**config.mk**
```make
export PLATFORM = sky130hd
export DESIGN_NAME = regfile_mp
export DESIGN_NICKNAME = d
export VERILOG_FILES = /design/src/rtl/regfile_mp.sv
export SDC_FILE = /design/constraint.sdc
export NUM_CORES = 1
export LEC_CHECK = 0
export BUFFER_PORTS_ARGS = -buffer_cell sky130_fd_sc_hd__buf_2
export CAP_MARGIN = 25
export CORE_UTILIZATION = 59
export CTS_BUF_LIST = sky130_fd_sc_hd__clkbuf_4
export DETAILED_ROUTE_END_ITERATION = 8
export MAX_ROUTING_LAYER = met4
export PLACE_DENSITY_LB_ADDON = 0.2
export SYNTH_ARGS = -nofsm -noshare
export SYNTH_HDL_FRONTEND = slang
export SYNTH_SLANG_ARGS = --single-unit
```
**constraint.sdc**
```tcl
create_clock -name clock -period 3.4 [get_ports clock]
set_input_delay 0.68 -clock clock [delete_from_list [all_inputs] [get_ports clock]]
set_output_delay 0.68 -clock clock [all_outputs]
set_load 0.05 [all_outputs]
```
**src/rtl/regfile_mp.sv**
```systemverilog
// regfile_mp: parametrised multi-read-port register file for the ID stage.
//
// Every read port is registered, so data appears one clock after its address
// is sampled. After reset, or when clear_req is pulsed, a hardware sweep
// writes a fill value into every entry. The sweep replaces any
// simulation-only initialisation, and busy stays high while it runs.
//
// Parameters
//   DATA_W    register width
//   ADDR_W    address width; depth = 2**ADDR_W
//   NUM_RD    number of read ports (1..4)
//   ZERO_REG  1: register 0 reads as zero and writes to it are dropped
//   INIT_MODE sweep fill value: 0 = zeros, 1 = register index (zero-extended)
//
// Ports
//   clock      rising-edge clock
//   reset_n    asynchronous active-low reset
//   we         write enable (ignored while busy)
//   wr_addr    write address
//   wr_data    write data
//   rd_addr    read addresses, port k at [k*ADDR_W +: ADDR_W]
//   rd_data    read data, port k at [k*DATA_W +: DATA_W], 1-cycle latency
//   clear_req  one-cycle pulse that restarts the init sweep
//   busy       high while the init sweep runs
//
// Build option
//   REGFILE_BYPASS_EN  when defined, a read of the address written in the same
//                      cycle returns the new data (write-first). Otherwise it
//                      returns the old contents (read-first).

module regfile_mp #(
  parameter int DATA_W    = 32,
  parameter int ADDR_W    = 5,
  parameter int NUM_RD    = 2,
  parameter int ZERO_REG  = 1,
  parameter int INIT_MODE = 1
) (
  input  logic                     clock,
  input  logic                     reset_n,
  input  logic                     we,
  input  logic [ADDR_W-1:0]        wr_addr,
  input  logic [DATA_W-1:0]        wr_data,
  input  logic [NUM_RD*ADDR_W-1:0] rd_addr,
  output logic [NUM_RD*DATA_W-1:0] rd_data,
  input  logic                     clear_req,
  output logic                     busy
);

  localparam int DEPTH = 1 << ADDR_W;

  typedef enum logic {
    S_INIT = 1'b0,
    S_RUN  = 1'b1
  } state_t;

  state_t                   state;
  state_t                   state_nxt;
  logic [ADDR_W-1:0]        idx;
  logic [ADDR_W-1:0]        idx_nxt;
  logic [DATA_W-1:0]        mem [DEPTH];
  logic [DATA_W-1:0]        fill;
  logic                     wr_ok;
  logic [NUM_RD*DATA_W-1:0] rd_nxt;
  logic [NUM_RD*DATA_W-1:0] rd_data_p1;

  function automatic logic is_zero_reg(input logic [ADDR_W-1:0] a);
    return (ZERO_REG != 0) && (a == '0);
  endfunction

  // Sweep sequencing: INIT walks idx across the whole array, then hands over to RUN.
  always_comb begin
    state_nxt = state;
    idx_nxt   = idx;
    case (state)
      S_INIT: begin
        idx_nxt = idx + 1'b1;
        if (idx == '1) begin
          state_nxt = S_RUN;
        end
      end
      S_RUN: begin
        if (clear_req) begin
          state_nxt = S_INIT;
          idx_nxt   = '0;
        end
      end
      default: begin
        state_nxt = S_INIT;
        idx_nxt   = '0;
      end
    endcase
  end

  always_ff @(posedge clock or negedge reset_n) begin
    if (!reset_n) begin
      state <= S_INIT;
      idx   <= '0;
    end else begin
      state <= state_nxt;
      idx   <= idx_nxt;
    end
  end

  assign busy = (state == S_INIT);
  assign fill = (INIT_MODE != 0) ? DATA_W'(idx) : '0;

  // A clear_req in the same cycle wins over a user write, so the write is dropped.
  assign wr_ok = (state == S_RUN) && we && !clear_req && !is_zero_reg(wr_addr);

  // Storage is not reset; the sweep defines its contents.
  always_ff @(posedge clock) begin
    if (state == S_INIT) begin
      mem[idx] <= fill;
    end else if (wr_ok) begin
      mem[wr_addr] <= wr_data;
    end
  end

  // Read select: zero while sweeping, hard zero for r0, optional write bypass.
  always_comb begin
    rd_nxt = '0;
    for (int k = 0; k < NUM_RD; k++) begin
      if (state == S_RUN && !is_zero_reg(rd_addr[k*ADDR_W +: ADDR_W])) begin
`ifdef REGFILE_BYPASS_EN
        if (wr_ok && (rd_addr[k*ADDR_W +: ADDR_W] == wr_addr)) begin
          rd_nxt[k*DATA_W +: DATA_W] = wr_data;
        end else begin
          rd_nxt[k*DATA_W +: DATA_W] = mem[rd_addr[k*ADDR_W +: ADDR_W]];
        end
`else
        rd_nxt[k*DATA_W +: DATA_W] = mem[rd_addr[k*ADDR_W +: ADDR_W]];
`endif
      end
    end
  end

  // Stage p1: registered read data.
  always_ff @(posedge clock or negedge reset_n) begin
    if (!reset_n) begin
      rd_data_p1 <= '0;
    end else begin
      rd_data_p1 <= rd_nxt;
    end
  end

  assign rd_data = rd_data_p1;

endmodule

```
==> impl_metrics.env, run 1 <==
export IMPL_cp_max_fo=6
export IMPL_first_global_vias=31643
export IMPL_rsz0062_at_grt="no"
export IMPL_yosysMostFrequentCell="edfxtp_1"
export IMPL_dr_pass1_iters=6
export IMPL_die_height_um=293
export IMPL_num_rows=106
export IMPL_cap_viol_max_count=0
export IMPL_antenna_found_initial=6
export IMPL_critPathTopFamily="buffers and inverters"
export IMPL_synthTopCellsByArea="edfxtp_1 (62%), mux4_2 (17%), mux2i_1 (6.2%), dfrtp_1 (3.5%), mux2_2 (2.1%)"
export IMPL_start_util=0.596
export IMPL_syn_inst=2646
export IMPL_netlist_cell_type_count=51
export IMPL_pin_count=116
export IMPL_finClkSkew_ps=118
export IMPL_area_growth_pct=15.3
export IMPL_design_area_um2=57500
export IMPL_cts_tree="built"
export IMPL_required_ps=2720
export IMPL_vias=30784
export IMPL_arrival_ps=2180
export IMPL_wl_um=149000
export IMPL_path_class="reg -> out"
export IMPL_cellPowerDensity_nw_per_um2=618
export IMPL_numPortBuffers=115
export IMPL_drtAntennaViolNets=0
export IMPL_postSynth_asyncResetShare=0.0640
export IMPL_worstMarginPinSlew_ps=1020
export IMPL_syn_avg_cell_area_um2=18.9
export IMPL_overflow=0
export IMPL_clk_pin_slew_worst_paths_ps=70
export IMPL_p_total_mw=35.6
export IMPL_cp_slowest_cell="dfrtp_1"
export IMPL_die_x_um=293
export IMPL_grt_pass1_wl_um=215000
export IMPL_clk_latency_ps=1160
export IMPL_grt_usage=0.365
export IMPL_htreeDepth=5
export IMPL_period_minus_slack_ps=2860
export IMPL_timing_fmax_ghz=0.350
export IMPL_crit_chain="inv_2 -> buf_2"
export IMPL_viasPerCell=6.93
export IMPL_timing_critical_path_buf_inv=2
export IMPL_synth_top_cell_area_share=0.616
export IMPL_yosysSeqAreaShare=0.651
export IMPL_dp_hpwl_um=91900
export IMPL_synth_fp_nets=2699
export IMPL_postPlaceCellArea_um2=53800
export IMPL_layout_nets=3150
export IMPL_final_core_util=0.687
export IMPL_synth_ff_latch_count=1094
export IMPL_yosysTopAreaCell="edfxtp_1"
export IMPL_ir_worst_vdd_v=0.000477
export IMPL_max_slew_margin=0.316
export IMPL_ys_warn_count=0
export IMPL_cts_made_buffers=301
export IMPL_dr_first_iter_drc_count=4304
export IMPL_holdWs_ps=112
export IMPL_drc=0
export IMPL_synth_common_cells="edfxtp_1 (1,024), mux4_2 (384), mux2i_1 (309)"
export IMPL_core_area_um2=83700
export IMPL_grt_max_degree=63
export IMPL_end_kind="output pin"
export IMPL_finalSetupViolCount=0
export IMPL_drv_slew=0
export IMPL_p_leak_nw=20.2
export IMPL_hold_path_class="in -> reg"
export IMPL_start_kind="register"
export IMPL_routabilityCongestion=0.934
export IMPL_drive_above_1_share=0.401
export IMPL_syn_cell_area_um2=49900
export IMPL_cpPeakStageDelay_ps=490
export IMPL_cts_post_setup_buffers_inserted=0
export IMPL_clock_path_buffers=4
export IMPL_synth_edff_count=1024
export IMPL_dieArea_um2=85800
export IMPL_wl_per_cell_um=33.4
export IMPL_clockRootBuffer="clkbuf_4"
export IMPL_hold_viol_final=0
export IMPL_ys_flop_type="edfxtp_1"
export IMPL_fin_crit_sh=0.841
export IMPL_cts_sinks=1094
export IMPL_status="finished, final reports clean"
[cells by family (layout without fill, tap and decap cells)]
logic type               Yosys count  in the layout  share of synthesized area
flip-flops                      1094           1094                      0.651
multiplexers                     785            785                      0.256
AO/OA/AOI/OAI                    351            351                     0.0515
buffers and inverters            215            876                     0.0224
AND/OR/NAND/NOR                  197            197                     0.0181
adder cells (fa/ha/maj)            2              2                   0.000501
XOR/XNOR                           2              2                   0.000351
other                              0              4                          0
[cell type report]
type | count | area [um^2]
Sequential cell | 1094 | 32500
Fill cell | 5395 | 26200
Multi-Input combinational cell | 1337 | 16600
Timing Repair Buffer | 358 | 3310
Clock buffer | 421 | 3160
Tap cell | 1134 | 1420
Clock inverter | 92 | 524
Inverter | 5 | 18.8
Antenna cell | 4 | 10.0
[registers in the layout, indices dropped and copies added (netlist names)]
name,flops
idx,5
mem,1024
rd_data,64
state,1
[stage by stage]
stage	cells	TNS, ps	setup WS (ps)
after global placement	3922	0	326
after CTS	4441	0	463
after global routing	4444	0	455
final	4445	0	539
after detailed placement	3924	0	329
after floorplan	2646	-16660	-68.8
[worst paths after layout]
path | depth (start not counted) | slack (ps) | start | end
setup / recovery | 2 | 540 | state | busy
hold / removal | 3 | 110 | wr_data[16] | mem[1][16]
setup reg to reg | 6 | 710 | state | mem[15][15]
hold reg to reg | 1 | 640 | idx[0] | idx[0]
max in group asynchronous | 3 | 2440 | reset_n | rd_data[1]
min in group asynchronous | 2 | 190 | reset_n | rd_data[41]
[power breakdown]
part | switching [mW] | total (mW) | internal (mW)
combinational | 4.20 | 6.59 | 2.39
clock | 5.38 | 11.5 | 6.16
sequential | 0.730 | 17.4 | 16.7
total | 10.3 | 35.6 | 25.3
[cells in the final DEF, fill, tap and decap left out, drive strengths merged, types with 2 or more instances in the layout]
cell / instances
a211oi: 92
o22a: 24
o221ai: 65
nand3: 5
and2: 29
a22o: 18
nor2b: 5
nand3b: 3
a21oi: 12
bufinv: 6
mux2: 92
nand2: 63
clkinv: 80
ha: 2
o22ai: 62
nand2b: 4
o21ai: 43
a22oi: 8
o32ai: 2
edfxtp: 1024
a221oi: 4
nor2: 69
buf: 354
a21o: 3
dlygate4sd3: 4
mux4: 384
nor3: 12
inv: 10
mux2i: 309
dfrtp: 70
clkbuf: 421
diode: 4
a31oi: 14
[tightest hold or removal path, cell delays in order]
cell    delay, ps
buf_2          70
and2_1        160
buf_4         220
[timing repair]
| item | in CTS | in global routing |
|---|---|---|
| hold buffers | 4 | 0 |
| hold endpoints to repair | 52 | 0 |
| resized for setup | 0 | 0 |
[layer usage]
metal	global-route usage	part of all wire
met5	-	0
met3	0.0924	0.13
met4	0.153	0.040
met1	0.481	0.36
met2	0.547	0.47
Note: power is estimated with default switching activity, not from simulation.
==> run 2, diff against run 1 <==
CORE_UTILIZATION = 65   (was 59)
clock period = 2.9 ns   (was 3.4 ns; I/O delays follow)
==> run 2 against run 1 <==
Via count rose by 2.1%; utilization rose by 6.9 points; combinational power rose by 15%; register-to-register slack got worse by 510 ps; critical path depth rose by 5; first-iteration DRC count is 7.9% higher; count of clock-buffer cells in the layout down 1; setup slack lost 340 ps; clock power grew 14%.
==> impl_metrics.env, run 2 (same netlist as run 1, synthesis figures left out) <==
export IMPL_critPathTopFamily="simple AND/OR/NAND/NOR gates"
export IMPL_p_int_mw=29.2
export IMPL_final_core_util=0.756
export IMPL_vias=31424
export IMPL_cp_slowest_cell="dfrtp_1"
export IMPL_core_area_um2=75900
export IMPL_p_comb_frac=0.185
export IMPL_cts_post_setup_buffers_inserted=0
export IMPL_setup_ws_ps=196
export IMPL_pin_count=116
export IMPL_wl_met2_um=68100
export IMPL_start_util=0.657
export IMPL_antenna_found_initial=6
export IMPL_wl_met3_um=21500
export IMPL_die_x_um=279
export IMPL_r2r_start="state"
export IMPL_hold_start="wr_data[6]"
export IMPL_cts_sinks=1094
export IMPL_clock_power_share=0.319
export IMPL_max_slew_margin=0.307
export IMPL_first_global_vias=32264
export IMPL_drc=0
export IMPL_cap_viol_max_count=0
export IMPL_clockRootBuffer="clkbuf_4"
export IMPL_period_minus_slack_ps=2700
export IMPL_layout_nets=3139
export IMPL_finClkSkew_ps=106
export IMPL_path_class="reg -> reg"
export IMPL_dr_first_iter_drc_count=4643
export IMPL_arrival_ps=3410
export IMPL_overflow=0
export IMPL_cpPeakStageDelay_ps=540
export IMPL_post_place_ws_ps=22.7
export IMPL_regMostFlops="mem"
export IMPL_area_growth_pct=15.1
export IMPL_clock_path_buffers=4
export IMPL_viasPerCell=7.25
export IMPL_rsz0062_at_grt="no"
export IMPL_htreeDepth=5
export IMPL_end_kind="register"
export IMPL_clk_latency_ps=1130
export IMPL_p_leak_nw=20.3
export IMPL_cts_made_buffers=293
export IMPL_worstMarginPinSlew_ps=1040
export IMPL_num_rows=101
export IMPL_crit_chain="nand3b_1 -> buf_4 -> a21oi_4 -> o32ai_1 -> nand2_1 -> nor2_4 -> buf_12"
export IMPL_start_kind="register"
export IMPL_dp_hpwl_um=87100
export IMPL_hold_path_class="in -> reg"
export IMPL_largest_reg_flops=1024
export IMPL_cts_tree="built"
export IMPL_die_height_um=279
export IMPL_hold_viol_final=0
export IMPL_grt_max_degree=62
export IMPL_finalSetupViolCount=0
export IMPL_clk_pin_slew_worst_paths_ps=70
export IMPL_switching_power_mw=11.9
export IMPL_wl_per_cell_um=33.9
export IMPL_cp_startpoint="state"
export IMPL_grt_pass1_wl_um=213000
export IMPL_grt_usage=0.400
export IMPL_ir_worst_vdd_v=0.000561
export IMPL_dieArea_um2=77900
export IMPL_num_fill_cells=4274
export IMPL_cp_max_fo=32
export IMPL_fin_crit_sh=0.932
export IMPL_numPortBuffers=115
export IMPL_wl_met1_um=50600
export IMPL_p_seq_frac=0.496
export IMPL_cellPowerDensity_nw_per_um2=716
export IMPL_status="finished, final reports clean"
export IMPL_wl_um=147000
export IMPL_required_ps=3610
export IMPL_top_layer="met4"
export IMPL_final_common_cell="edfxtp_1"
export IMPL_drv_slew=0
export IMPL_drtAntennaViolNets=0
export IMPL_drive_above_1_share=0.395
export IMPL_layout_common_cells="edfxtp_1 (1,024), clkbuf_4 (420), mux4_2 (384), mux2i_1 (309), buf_4 (149)"
export IMPL_swShare=0.290
export IMPL_routabilityCongestion=0.919
export IMPL_dr_pass1_iters=6
export IMPL_timing_critical_path_buf_inv=2
export IMPL_timing_fmax_ghz=0.370
==> run 2: cell types whose count changed in the layout (fill, tap and decap cells not counted), sizes merged <==
cell	previous run	this run
clkinvlp	1	2
bufinv	6	3
inv	10	8
buf	354	339
clkbuf	421	420
clkinv	80	81
dlygate4sd3	4	16
==> run 2: final timing paths <==
check / to / slack [ps] / cells after the start
max in group asynchronous: rd_data[38] / 1850 / 4
min reg2reg: idx[1] / 660 / 2
min: mem[0][6] / 120 / 3
max: mem[19][17] / 200 / 7
min in group asynchronous: rd_data[24] / 560 / 4
max reg2reg: mem[19][17] / 200 / 7
==> run 2: power by group through the flow <==
| stage | Clock, mW | Sequential, mW | Combinational [mW] |
|---|---|---|---|
| floorplan | 0 | 20.7 | 3.80 |
| global placement | 0 | 20.5 | 7.22 |
| detailed placement | 0 | 20.7 | 7.40 |
| CTS | 13.3 | 20.3 | 7.44 |
| global route | 14.1 | 20.5 | 7.80 |
| finish | 13.1 | 20.4 | 7.60 |
==> run 2: area by class of cell <==
cell class / count / area, um^2 / area share
Tap cell: 1030 / 1290 / 0.0224
Antenna cell: 4 / 10.0 / 0.000174
Multi-Input combinational cell: 1337 / 16600 / 0.289
Clock inverter: 89 / 440 / 0.00767
Sequential cell: 1094 / 32500 / 0.566
Timing Repair Buffer: 355 / 3460 / 0.0602
Inverter: 5 / 18.8 / 0.000327
Clock buffer: 420 / 3150 / 0.0549
==> run 2: layer usage <==
layer,vias to the layer above,GRT usage
li1,12309,-
met1,15871,0.523
met2,2750,0.582
met3,494,0.121
met4,0,0.186
met5,-,-
==> run 2: worst register-to-register path: stages, from the launching register on <==
cell and delay, ps:
dfrtp_1 540, nand3b_1 200, buf_4 150, a21oi_4 60, o32ai_1 500, nand2_1 340
nor2_4 190, buf_12 300
==> run 2: timing repair <==
item | 4_1_cts | 5_1_grt
endpoints found under the hold margin | 198 | 0
hold buffers | 17 | 0
resized for setup | 0 | 0
==> run 2: through the flow <==
| stage | area, um^2 | hold WS (ps) | cells | setup TNS [ps] | power (mW) |
|---|---|---|---|---|---|
| 6_report | 57500 | 122 | 4334 | 0 | 41.1 |
| 3_5_place_dp | 53700 | 582 | 3804 | 0 | 28.1 |
| 5_1_grt | 57400 | 65.6 | 4333 | 0 | 42.4 |
| 2_1_floorplan | 50000 | 284 | 2646 | -210110 | 24.5 |
| 3_3_place_gp | 53700 | 579 | 3804 | 0 | 27.7 |
| 4_1_cts | 57400 | 3.66 | 4330 | 0 | 41.1 |
